[config.mk]
export PLATFORM = sky130hd
export DESIGN_NAME = sqrt_stage
export DESIGN_NICKNAME = d
export VERILOG_FILES = /design/src/rtl/sqrt_stage.sv
export SDC_FILE = /design/constraint.sdc
export NUM_CORES = 1
export LEC_CHECK = 0
export CAP_MARGIN = 5
export CORE_MARGIN = 2
export CORE_UTILIZATION = 35
export DETAILED_ROUTE_END_ITERATION = 16
export GPL_ROUTABILITY_DRIVEN = 0
export GPL_TIMING_DRIVEN = 0
export HOLD_SLACK_MARGIN = 0.03
export PLACE_DENSITY_LB_ADDON = 0.1
export SLEW_MARGIN = 40
export SYNTH_ARGS = -nofsm -noshare
export SYNTH_HDL_FRONTEND = slang
export SYNTH_SLANG_ARGS = --single-unit
[constraint.sdc]
create_clock -name clk -period 8.5 [get_ports clk]
set_input_delay 2.125 -clock clk [delete_from_list [all_inputs] [get_ports clk]]
set_output_delay 2.125 -clock clk [all_outputs]
set_load 0.01 [all_outputs]
[src/rtl/sqrt_stage.sv]
// Fixed-point square root stage: floor(sqrt(in_data * 2^FRAC_W)) by MSB-first
// bit guessing. Handles one operation at a time and refuses inputs while busy.
module sqrt_stage #(
  parameter int IN_W   = 20,
  parameter int FRAC_W = 10,
  parameter int OUT_W  = (IN_W + FRAC_W) / 2
) (
  input  logic             clk,
  input  logic             rst_n,
  input  logic             in_valid,
  input  logic [IN_W-1:0]  in_data,
  output logic             in_ready,
  output logic             out_valid,
  output logic [OUT_W-1:0] out_data,
  output logic [1:0]       dbg_state
);

  localparam int RAD_W = IN_W + FRAC_W;
  localparam int SQ_W  = 2 * OUT_W;

  localparam logic [1:0] ST_IDLE = 2'd0;
  localparam logic [1:0] ST_ROOT = 2'd1;
  localparam logic [1:0] ST_DONE = 2'd2;

  localparam logic [OUT_W-1:0] BASE_INIT = {1'b1, {(OUT_W-1){1'b0}}};

  // Handshake: a transfer happens on an edge where in_valid && in_ready.
  // out_valid is a single-cycle strobe with no backpressure.
  logic [1:0]       state_q, state_d;
  logic [RAD_W-1:0] rad_q, rad_d;
  logic [OUT_W-1:0] acc_q, acc_d;
  logic [OUT_W-1:0] base_q, base_d;
  logic             out_valid_q, out_valid_d;
  logic [OUT_W-1:0] out_data_q, out_data_d;

  logic [OUT_W-1:0] trial;
  logic [SQ_W-1:0]  trial_ext;
  logic [SQ_W-1:0]  trial_sq;
  logic [SQ_W-1:0]  rad_ext;

  assign trial     = acc_q | base_q;
  assign trial_ext = SQ_W'(trial);
  // A 2*OUT_W-bit product of two OUT_W-bit values cannot overflow.
  assign trial_sq  = trial_ext * trial_ext;
  assign rad_ext   = SQ_W'(rad_q);

  always_comb begin
    state_d     = state_q;
    rad_d       = rad_q;
    acc_d       = acc_q;
    base_d      = base_q;
    out_valid_d = 1'b0;
    out_data_d  = out_data_q;
    case (state_q)
      ST_IDLE: begin
        if (in_valid) begin
          rad_d   = {in_data, {FRAC_W{1'b0}}};
          acc_d   = '0;
          base_d  = BASE_INIT;
          state_d = ST_ROOT;
        end
      end
      ST_ROOT: begin
        if (trial_sq == rad_ext) begin
          acc_d   = trial;
          state_d = ST_DONE;
        end else begin
          if (trial_sq < rad_ext) begin
            acc_d = trial;
          end
          base_d = base_q >> 1;
          if (base_q[0]) begin
            state_d = ST_DONE;
          end
        end
      end
      ST_DONE: begin
        out_data_d  = acc_q;
        out_valid_d = 1'b1;
        state_d     = ST_IDLE;
      end
      default: begin
        state_d = ST_IDLE;
      end
    endcase
  end

  always_ff @(posedge clk) begin
    if (!rst_n) begin
      state_q     <= ST_IDLE;
      rad_q       <= '0;
      acc_q       <= '0;
      base_q      <= BASE_INIT;
      out_valid_q <= 1'b0;
      out_data_q  <= '0;
    end else begin
      state_q     <= state_d;
      rad_q       <= rad_d;
      acc_q       <= acc_d;
      base_q      <= base_d;
      out_valid_q <= out_valid_d;
      out_data_q  <= out_data_d;
    end
  end

  assign in_ready  = (state_q == ST_IDLE);
  assign out_valid = out_valid_q;
  assign out_data  = out_data_q;
  assign dbg_state = state_q;

endmodule
Word-level counts from Yosys, hierarchy flattened
Cells that the tools add are included.
{"block": "classes", "mux": 12, "n_mul": 1, "n_bitwise": 1, "n_eq_ne": 7, "magnitude_cmp": 1, "reduce_logical": 6}
{"op": "15-bit 2-to-1 mux", "n": 5}
{"op": "15-bit one-hot mux with 2 select lines", "n": 2}
{"op": "30-bit == test", "n": 1}
{"op": "30-bit < comparator", "n": 1}
{"op": "15-bit by 15-bit multiplier with 30-bit output", "n": 1}
{"op": "15-bit OR", "n": 1}
{"op": "2-bit 2-to-1 mux", "n": 3}
{"op": "3-bit != test, second input constant", "n": 2}
{"op": "3-bit AND reduction", "n": 2}
{"op": "2-bit != test, second input constant", "n": 2}
{"op": "2-bit one-hot mux with 2 select lines", "n": 1}
{"op": "2-bit AND reduction", "n": 2}
{"op": "2-bit by 1-bit == test with 1-bit output, second input constant", "n": 1}
{"op": "2-bit == test, second input constant", "n": 1}
{"op": "2-bit logical NOT", "n": 1}
{"op": "2-bit nonzero test", "n": 1}
{"op": "1-bit 2-to-1 mux", "n": 1}
{"block": "word_totals", "wordCells": 34, "input_bits": 23, "reg_bits": 68}

Depth between registers and ports, before layout
Gate-level depths: netlist of run 1.
{"block": "logic_depth", "ltp_word": 6, "mapped_depth": 33, "mapped_depth_nobuf": 31}

Worst setup path after synthesis of run 1
No wires, ideal clock.
{"block": "synth_timing", "kind": "register to register", "startpoint": "register base_q[5]", "endpoint": "register base_q[13]", "arrival_ns": 7.438, "slack_ns": 0.991, "setup_time_ns": 0.072, "path_stages_with_launch": 32, "required_ns": 8.428, "synth_period_minus_slack_ns": 7.509, "path_buffers": 2, "cell_sequence": "dfxtp_1 or2_2 clkbuf_1 clkinv_1 nor2_1 inv_1 fa_1 inv_1 fa_1 inv_1 fa_1 inv_1 fa_1 fa_1 ha_1 ha_1 a21o_1 a21o_1 a2111o_1 a211oi_1 nor2_1 or4_1 nand3_1 ha_1 nand4_1 nor3_1 nand3_1 nor4_2 a31o_2 a21oi_2 buf_6 mux2i_1"}
{"block": "synth_via", "elab_chain_len": 5}
{"item": "start: declaration", "line_no": "32", "source": "logic [OUT_W-1:0] base_q, base_d;"}
{"item": "start signal: assignment", "line_no": "100", "source": "base_q <= base_d;"}
{"item": "15-bit OR", "line_no": "41", "source": "assign trial = acc_q | base_q;"}
{"item": "15-bit by 15-bit multiplier with 30-bit output", "line_no": "44", "source": "assign trial_sq = trial_ext * trial_ext;"}
{"item": "30-bit == test", "line_no": "64", "source": "if (trial_sq == rad_ext) begin"}
{"item": "2-bit != test (no source line)"}
{"item": "3-bit AND reduction (no source line)"}
Every way passes these cells.
A chain may end at the register's enable or synchronous reset.

Final worst setup path of run 1
{"block": "layout_timing", "startpoint": "register base_q[4]", "endpoint": "register acc_q[0]"}
{"block": "layout_via", "elab_chain_len": 5}
{"item": "15-bit OR *", "line_no": "41"}
{"item": "15-bit by 15-bit multiplier with 30-bit output *", "line_no": "44"}
{"item": "30-bit < comparator or 30-bit == test (tied branches)", "line_no": "68, 64"}
{"item": "3-bit != test (no source line) or 15-bit 2-to-1 mux (tied branches)"}
{"item": "3-bit AND reduction (no source line) or 15-bit one-hot mux with 2 select lines (tied branches)"}
{"item": "end signal: assignment", "line_no": "92", "source": "acc_q <= '0;"}
{"item": "end signal: assignment", "line_no": "99", "source": "acc_q <= acc_d;"}
{"item": "end: declaration", "line_no": "31", "source": "logic [OUT_W-1:0] acc_q, acc_d;"}
Every way passes the cells marked *; elsewhere a longest branch is shown, timed or not.

==> results of run 1 <==
## layout make-up
type	instances	area (um^2)	share of cell area [%]
Clock buffer	15	278	2.57
Inverter	227	880	8.13
Sequential cell	68	1360	12.6
Multi-Input combinational cell	782	7180	66.4
Timing Repair Buffer	60	551	5.09
Tap cell	335	419	3.87
Clock inverter	1	5.00	0.0463
Buffer	29	148	1.36
## routing by layer
layer,up-vias,GRT usage [%]
met1,3513,27.1
met3,14,1.75
met5,-,0
li1,3614,-
met2,78,31.8
met4,0,2.61
## sequential cells by signal, indices dropped and copies added, names as in the netlist
signal,flops
base_q,15
acc_q,15
rad_ext,20
out_valid,1
dbg_state,2
out_data,15
## power by group through the flow
stage                     combinational, W  sequential, W  clock (W)
final                             0.000126       0.000334   0.000354
after global placement            0.000120       0.000340          0
after global routing              0.000140       0.000335   0.000373
after detailed placement          0.000120       0.000341          0
after floorplan                  0.0000767       0.000339          0
after CTS                         0.000122       0.000334   0.000360
## cell families (layout without fill, tap and decap cells)
kind of cell / Yosys count / after routing / synth area share (%)
compound gates: 163 / 163 / 11.8
simple gates: 335 / 335 / 15.2
xor+xnor: 22 / 22 / 2.05
flops: 68 / 68 / 14.5
fa+ha+maj: 248 / 248 / 44.2
buf+inv: 261 / 332 / 10.7
mux: 14 / 14 / 1.49
## cell usage after synthesis, types with 2 or more instances
library cell    n  area share, %
inv_1         221            8.8
nand2_1       180            7.2
fa_1          139             30
ha_1          109             15
nor2_1         86            3.4
dfxtp_1        68             15
a21boi_0       35            2.8
a21oi_1        31            1.7
clkbuf_1       30            1.2
a21o_1         23            1.8
o21ai_0        16           0.85
o21ai_1        16           0.85
nor2b_1        15            1.0
xnor2_1        15            1.4
mux2i_1        14            1.5
or2_2           9           0.60
and2_1          7           0.47
nor3_1          7           0.37
xor2_1          7           0.65
nand3_1         6           0.32
nand4_1         6           0.40
clkinv_1        5           0.20
o21a_1          5           0.40
o31ai_1         5           0.40
a211oi_1        4           0.32
a221oi_1        4           0.37
and3_1          4           0.27
nor3b_1         4           0.32
o211ai_1        4           0.32
a31oi_1         3           0.20
buf_6           3           0.36
nand2b_1        3           0.20
o2111ai_1       2           0.19
or2_1           2           0.13
or3_1           2           0.13
## what timing repair did
action                                 4_1_cts  5_1_grt
hold buffers                                 0        0
setup buffers                                6       13
pin swaps                                    2       11
cloned                                       0        1
endpoints found under the hold margin        0        0
setup endpoints to repair                   32       31
resized for setup                           31       23
## stage by stage
step	setup TNS, ns	std cells	utilization [%]	setup WS, ns	instance area [um^2]
finish	0	1517	41.3	0.250	10800
global route	-0.00336	1517	41.3	-0.00336	10800
CTS	0	1504	40.5	0.00702	10600
detailed placement	-40.58	1486	39.0	-1.41	10200
global placement	-41.32	1486	38.9	-1.45	10200
floorplan	0	1111	-	0.991	9380
## worst register-to-register path: cells and delay by family, from the launching register on
family          cells  cell delay (ns)
buf+inv             5             0.65
simple gates        7             1.74
fa+ha+maj           8             3.65
flops               1             0.35
compound gates      8             1.79
## worst min-delay path by stage
stage                   endpoint  slack (ns)  depth (start not counted)
floorplan              acc_q[11]        0.43                          2
global placement     rad_ext[22]        0.45                          2
detailed placement   rad_ext[28]        0.46                          2
CTS                  rad_ext[24]        0.47                          2
global route        out_data[11]        0.48                          2
finish               rad_ext[28]        0.46                          2
==> results_dict.tcl, run 1 <==
set metrics [dict create \
    synthArstFlopShare_pct 0 \
    wl_per_cell_um 16.7 \
    internal-power_w 0.000600 \
    path_buf_inv 5 \
    drtPass1Iterations 4 \
    wl_met3_um 512 \
    antenna_found_initial 0 \
    tritoncts "built" \
    die_x_um 168 \
    met2_length_um 12000 \
    final_common_cell "inv_1" \
    combPwrFrac_pct 15.5 \
    synth_top_flop_cell "dfxtp_1" \
    cts_root_buf "clkbuf_16" \
    crit_start "base_q[4]" \
    dpl.hpwl_um 20600 \
    finalWirelength_um 25300 \
    synth_edf_count 0 \
    r2r-end "acc_q[0]" \
    crit_path_start_kind "flip-flop" \
    vias_per_cell 4.76 \
    required_ns 8.76 \
    crit_family "adder cells" \
    cap_violations 0 \
    grt_max_degree 11 \
    drive_gt1_share_pct 7.45 \
    avgSynthCellArea_um2 8.44 \
    ys_types 56 \
    drt-met1-wl_um 12600 \
    tightest_slew_ns 0.647 \
    hp-start "rad_ext[28]" \
    crit_path_end "acc_q[0]" \
    synth_nets 1382 \
    switchingPower_w 0.000215 \
    clock_path_buffers 2 \
    worst_r2r_path_depth 28 \
    finalCriticalPeriod_ns 8.25 \
    p_seq_share_pct 41.0 \
    clk_latency_ns 0.33 \
    grt_pass1_wl_um 40800 \
    clock-sinks 68 \
    nFillCells 2744 \
    grt_overflow 0 \
    via_count 7219 \
    drcViolationCount 0 \
    fin_worst_skew_ns 0.00421 \
    fmax_mhz 121 \
    setup_viol 0 \
    ys_seq_elements 68 \
    grt_pass1_vias 7326 \
    highest_layer "met4" \
    outcome "finished clean" \
    postRouteAntennaNets 0 \
    area_growth_pct 15.3 \
    n_antenna_cell 0 \
    ioPinCount 42 \
    fin_nets 1448 \
    critPathMaxFanout 8 \
    final_cell_mix "inv_1 (219), nand2_1 (180), fa_1 (139)" \
    final-hold-violation-count 0 \
    yosysSeqAreaShare_pct 14.5 \
    crit_type "flip-flop to flip-flop" \
    ff2ff_setup_slack_ns 0.25 \
    path_depth 28 \
    power_leakage_nw 5.41 \
    finalMaxSlewViolations 0 \
    rr_startpoint "base_q[4]" \
    htreeDepth 3 \
    finalPower_w 0.000815 \
    ir_drop_mv 0.104 \
    yosysWarnings 0 \
    powerDensity_nw_per_um2 75.3 \
    io_buffers 40 \
    num_rows 59 \
    period_share_pct 97.1 \
    clock_power_share_pct 43.5 \
    drt_iter0_drc 300 \
    path_clk_slew_ns 0.05 \
    max-slew-margin-rel_pct 56.9 \
    netSwitchingFraction_pct 26.4 \
    slowest_stage "fa_1" \
    cts_buffers 9 \
    die-area_um2 28100 \
    min-delay-path-class "flip-flop to flip-flop" \
    synth.cell_area_um2 9380 \
    syn_inst 1111 \
    grtUsageTotal_pct 18.9 \
    initial_core_util_pct 35.8 \
    coreArea_um2 26200 \
    hold_slack_ns 0.461 \
    crit_arrival_ns 8.51 \
    critPathMaxStageDelay_ns 0.52 \
    crit_path_end_kind "flip-flop" \
    die_y_um 168 \
    critPathMostFrequentCell "fa_1" \
]
(Power assumes the default switching activity.)
==> run 2, diff against run 1 <==
--- a/config.mk
+++ b/config.mk
@@ -7,12 +7,13 @@
 export LEC_CHECK = 0
 export CAP_MARGIN = 5
 export CORE_MARGIN = 2
-export CORE_UTILIZATION = 35
+export CORE_UTILIZATION = 48
 export DETAILED_ROUTE_END_ITERATION = 16
 export GPL_ROUTABILITY_DRIVEN = 0
 export GPL_TIMING_DRIVEN = 0
 export HOLD_SLACK_MARGIN = 0.03
 export PLACE_DENSITY_LB_ADDON = 0.1
+export SETUP_SLACK_MARGIN = 0.1
 export SLEW_MARGIN = 40
 export SYNTH_ARGS = -nofsm -noshare
 export SYNTH_HDL_FRONTEND = slang
==> run 2 against run 1 <==
Against the previous run:
- sequential share of layout area rose by 0.23 points
- final area fell by 1.8%
- clock power rose by 2%
- die area fell by 26%
- critical path type unchanged
- power rose by 0.13%
- hold slack got worse by 0.0039 ns
- combinational power fell by 5%
- setup slack improved by 0.17 ns
- non-clock buffer count fell by 10
- via count rose by 1.2%
- global-route usage rose by 4.7 points
- sequential cell count did not move
==> results_dict.tcl, run 2 (synthesis gave the netlist of run 1 again) <==
set metrics [dict create \
    setup_viol 0 \
    period_share_pct 95.0 \
    switchingPower_w 0.000212 \
    die-area_um2 20700 \
    crit_path_end_kind "flip-flop" \
    required_ns 8.72 \
    grt_pass1_wl_um 37300 \
    p_seq_share_pct 40.9 \
    num_rows 51 \
    largest_register_ffs 20 \
    rr_startpoint "acc_q[3]" \
    powerDensity_nw_per_um2 76.8 \
    grtUsageTotal_pct 23.6 \
    clock_path_buffers 2 \
    clock_power_share_pct 44.3 \
    drtPass1Iterations 5 \
    netSwitchingFraction_pct 25.9 \
    die_x_um 144 \
    grt_pass1_vias 7292 \
    finalMaxSlewViolations 0 \
    hold_slack_ns 0.457 \
    max-slew-margin-rel_pct 54.4 \
    cts_root_buf "clkbuf_16" \
    critPathMaxStageDelay_ns 0.54 \
    clock-sinks 68 \
    path_buf_inv 6 \
    fin_worst_skew_ns 0.00649 \
    htreeDepth 3 \
    outcome "finished clean" \
    min-delay-path-class "flip-flop to flip-flop" \
    ir_drop_mv 0.0895 \
    postRouteAntennaNets 0 \
    area_growth_pct 13.3 \
    coreArea_um2 19300 \
    hp-start "rad_ext[28]" \
    crit_type "flip-flop to flip-flop" \
    drive_gt1_share_pct 6.23 \
    grt_overflow 0 \
    wl_per_cell_um 16.1 \
    final_cell_mix "inv_1 (219), nand2_1 (179), fa_1 (139)" \
    crit_family "adder cells" \
    antenna_found_initial 0 \
    tightest_slew_ns 0.684 \
    crit_path_start_kind "flip-flop" \
    finalWirelength_um 23100 \
    slowest_stage "fa_1" \
    clk_latency_ns 0.33 \
    initial_core_util_pct 48.5 \
    final_common_cell "inv_1" \
    tritoncts "built" \
    path_clk_slew_ns 0.05 \
    via_count 7303 \
    fin_nets 1438 \
    n_antenna_cell 0 \
    power_leakage_nw 5.38 \
    ioPinCount 42 \
    grt_max_degree 11 \
    ff2ff_setup_slack_ns 0.42 \
    holdPathStages 2 \
    crit_arrival_ns 8.30 \
    hold_path_end "rad_ext[28]" \
    vias_per_cell 5.09 \
    critPathMaxFanout 10 \
    internal-power_w 0.000604 \
    drcViolationCount 0 \
    worst_r2r_path_depth 27 \
    post-route-cell-area_um2 10600 \
    hold_buffers 0 \
    finalPower_w 0.000816 \
    final-hold-violation-count 0 \
    die_y_um 144 \
    drt_iter0_drc 344 \
    fmax_mhz 124 \
    postPlaceCellArea_um2 10100 \
    dpl.hpwl_um 18600 \
    combPwrFrac_pct 14.8 \
    cts_buffers 9 \
    rsz0062_at_grt "no" \
    finalCriticalPeriod_ns 8.08 \
    r2r-end "acc_q[5]" \
    critPathMostFrequentCell "fa_1" \
    cap_violations 0 \
    io_buffers 40 \
]
-- run 2: changes by cell type in the layout (fill, tap and decap cells not counted), sizes merged --
cell | previous run | this run
buf | 23 | 15
clkbuf | 41 | 38
clkinv | 6 | 4
inv | 220 | 222
-- run 2: tightest hold or removal path: stages, from the launching register on --
cell	delay, ns
dfxtp_1	0.30
nand2_1	0.04
a21boi_0	0.06
-- run 2: power groups by stage --
stage / clock network [W] / registers, W / logic (W)
2_1_floorplan: 0 / 0.000339 / 0.0000767
3_3_place_gp: 0 / 0.000340 / 0.000116
3_5_place_dp: 0 / 0.000341 / 0.000116
4_1_cts: 0.000365 / 0.000334 / 0.000117
5_1_grt: 0.000379 / 0.000335 / 0.000133
6_report: 0.000361 / 0.000334 / 0.000120
-- run 2: stage by stage --
step | util (%) | setup TNS, ns | setup slack, ns | std cells
final | 55.0 | 0 | 0.422 | 1436
after global routing | 55.0 | 0 | 0.0870 | 1436
after CTS | 54.1 | 0 | 0.121 | 1427
after detailed placement | 52.4 | -28.53 | -1.01 | 1416
after global placement | 52.3 | -27.41 | -0.983 | 1416
after floorplan | - | 0 | 0.991 | 1111
-- run 2: worst max-delay path by stage --
stage	startpoint	end	slack (ns)	cells past startpoint
3_3_place_gp	acc_q[5]	acc_q[5]	-0.98	30
5_1_grt	acc_q[3]	acc_q[14]	0.09	29
4_1_cts	acc_q[2]	acc_q[5]	0.12	27
2_1_floorplan	base_q[5]	base_q[13]	0.99	31
3_5_place_dp	acc_q[5]	acc_q[2]	-1.01	30
6_report	acc_q[3]	acc_q[5]	0.42	27
-- run 2: area by class of cell --
cell class	instances	area [um^2]
sequential	68	1360
clock inverter	1	5.00
buffer	29	144
timing repair buffer	50	488
fill	1878	8710
inverter	227	875
tap	265	332
multi-input combinational	782	7140
clock buffer	14	284
-- run 2: what timing repair did --
action                                  4_1_cts  5_1_grt
pin swaps                                     0        9
buffers inserted                              0       10
resized for setup                            23       27
endpoints found under the setup margin       32       31
-- run 2: metal layers --
metal	vias up	routed length [um]	global-route usage, %
li1	3596	-	-
met4	0	399	5.01
met2	109	11100	39.0
met5	-	0	0
met1	3575	10800	32.8
met3	23	794	3.57
==> run 3, diff against run 2 <==
--- a/config.mk
+++ b/config.mk
@@ -8,11 +8,14 @@
 export CAP_MARGIN = 5
 export CORE_MARGIN = 2
 export CORE_UTILIZATION = 48
+export CTS_BUF_LIST = sky130_fd_sc_hd__clkbuf_4
+export CTS_CLUSTER_SIZE = 8
 export DETAILED_ROUTE_END_ITERATION = 16
 export GPL_ROUTABILITY_DRIVEN = 0
 export GPL_TIMING_DRIVEN = 0
 export HOLD_SLACK_MARGIN = 0.03
 export PLACE_DENSITY_LB_ADDON = 0.1
+export RECOVER_POWER = 100
 export SETUP_SLACK_MARGIN = 0.1
 export SLEW_MARGIN = 40
 export SYNTH_ARGS = -nofsm -noshare
==> run 3 against run 2 <==
Against the previous run:
- first-iteration DRC count fell by 2.9%
- critical path depth is 2 higher
- sequential share of layout area rose by 0.23 points
==> results_dict.tcl, run 3 (synthesis gave the netlist of run 1 again) <==
set metrics [dict create \
    outcome "finished clean" \
    critPathMaxFanout 10 \
    n_antenna_cell 0 \
    die-area_um2 20700 \
    io_buffers 40 \
    holdPathStages 2 \
    drt_iter0_drc 334 \
    grt_overflow 0 \
    final_cell_mix "inv_1 (219), nand2_1 (179), fa_1 (139)" \
    fmax_mhz 126 \
    hold_buffers 0 \
    required_ns 8.87 \
    final-hold-violation-count 0 \
    use_met3_pct 3.23 \
    cts_buffers 9 \
    critPathMaxStageDelay_ns 0.54 \
    finalWirelength_um 22800 \
    grtUsageTotal_pct 23.5 \
    antenna_found_initial 0 \
    grt_pass1_wl_um 37000 \
    die_x_um 144 \
    cts_root_buf "clkbuf_4" \
    tightest_slew_ns 0.657 \
    num_rows 51 \
    grt_max_degree 11 \
    vias_per_cell 5.06 \
    critPathMostFrequentCell "fa_1" \
    dpl.hpwl_um 18600 \
    coreArea_um2 19300 \
    power_leakage_nw 5.36 \
    crit_path_start_kind "flip-flop" \
    largest_register_ffs 20 \
    fin_worst_skew_ns 0.0129 \
    postRouteAntennaNets 0 \
    wl_per_cell_um 15.8 \
    clock_path_buffers 2 \
    clk_latency_ns 0.44 \
    period_share_pct 93.6 \
    met2_usage_pct 38.2 \
    die_y_um 144 \
    crit_arrival_ns 8.33 \
    finalMaxSlewViolations 0 \
    ir_drop_mv 0.0790 \
    path_clk_slew_ns 0.11 \
    area_growth_pct 11.3 \
    finalCriticalPeriod_ns 7.95 \
    busiest_layer "met2" \
    setup_viol 0 \
    met1_usage_pct 32.7 \
    fin_nets 1439 \
    tritoncts "built" \
    powerDensity_nw_per_um2 59.5 \
    min-delay-path-class "flip-flop to flip-flop" \
    clock-sinks 68 \
    finalWorstSetupSlack_ns 0.545 \
    drtPass1Iterations 5 \
    worst_r2r_path_depth 29 \
    ff2ff_setup_slack_ns 0.55 \
    grt_pass1_vias 7286 \
    finalPower_w 0.000621 \
    cap_violations 0 \
    drcViolationCount 0 \
    ioPinCount 42 \
    crit_path_end_kind "flip-flop" \
    drive_gt1_share_pct 6.06 \
    slowest_stage "fa_1" \
    final_common_cell "inv_1" \
    rsz0062_at_grt "no" \
    crit_type "flip-flop to flip-flop" \
    htreeDepth 3 \
    max-slew-margin-rel_pct 56.2 \
    initial_core_util_pct 48.5 \
    place_ws_ns -1.01 \
    via_count 7266 \
]
-- run 3: cell count changes in the layout (fill, tap and decap cells not counted), moves of 4 or more --
cell,delta
clkbuf_16,-9
clkbuf_4,+11
clkbuf_8,-4
clkdlybuf4s50_1,-20
clkinv_1,+4
dlygate4sd3_1,+20
o21ai_0,+13
o21ai_1,-13
-- run 3: where the power goes --
part	internal, W	total [W]	switching, W
Clock	0.0000575	0.000171	0.000113
Sequential	0.000327	0.000333	0.00000612
Combinational	0.0000484	0.000117	0.0000687
Total	0.000433	0.000621	0.000188
-- run 3: final timing paths --
kind          startpoint          end
min reg2reg  rad_ext[28]  rad_ext[28]
min          rad_ext[28]  rad_ext[28]
max             acc_q[3]     acc_q[5]
max reg2reg     acc_q[3]     acc_q[5]
-- run 3: critical path: cells and delay by family (launching register included) --
kind	cells	cell delay, ns
adder cells (fa/ha/maj)	8	3.48
AO/OA/AOI/OAI	5	0.93
AND/OR/NAND/NOR	10	2.39
buffers and inverters	6	0.71
flip-flops	1	0.39
-- run 3: metrics by stage --
stage | hold WS [ns] | TNS, ns | std cells | cell area (um^2) | utilization (%)
6_report | 0.464 | 0 | 1437 | 10400 | 54.0
3_5_place_dp | 0.456 | -28.53 | 1416 | 10100 | 52.4
2_1_floorplan | 0.434 | 0 | 1111 | 9380 | -
4_1_cts | 0.470 | 0 | 1427 | 10300 | 53.1
5_1_grt | 0.495 | 0 | 1437 | 10400 | 54.0
3_3_place_gp | 0.452 | -27.41 | 1416 | 10100 | 52.3
-- run 3: metal layers --
metal,up-vias,share of wire [%],routed length [um]
met5,-,0,0
met3,33,3.5,803
met1,3519,47,10600
met2,113,47,10800
li1,3601,-,-
met4,0,2.3,534
-- run 3: cell type report --
| type | instances | area, um^2 |
|---|---|---|
| fillers | 1910 | 8890 |
| multi-input cells | 782 | 7140 |
| flip-flops and latches | 68 | 1360 |
| inverters | 227 | 875 |
| repair buffers | 51 | 495 |
| well taps | 265 | 332 |
| plain buffers | 29 | 146 |
| clock buffers | 10 | 75.1 |
| clock inverters | 5 | 20.0 |
-- run 3: timing repair --
| action | 4_1_cts | 5_1_grt |
|---|---|---|
| buffers inserted | 0 | 11 |
| gates resized for setup | 23 | 27 |
| endpoints found under the setup margin | 32 | 31 |
| pin swaps | 0 | 9 |
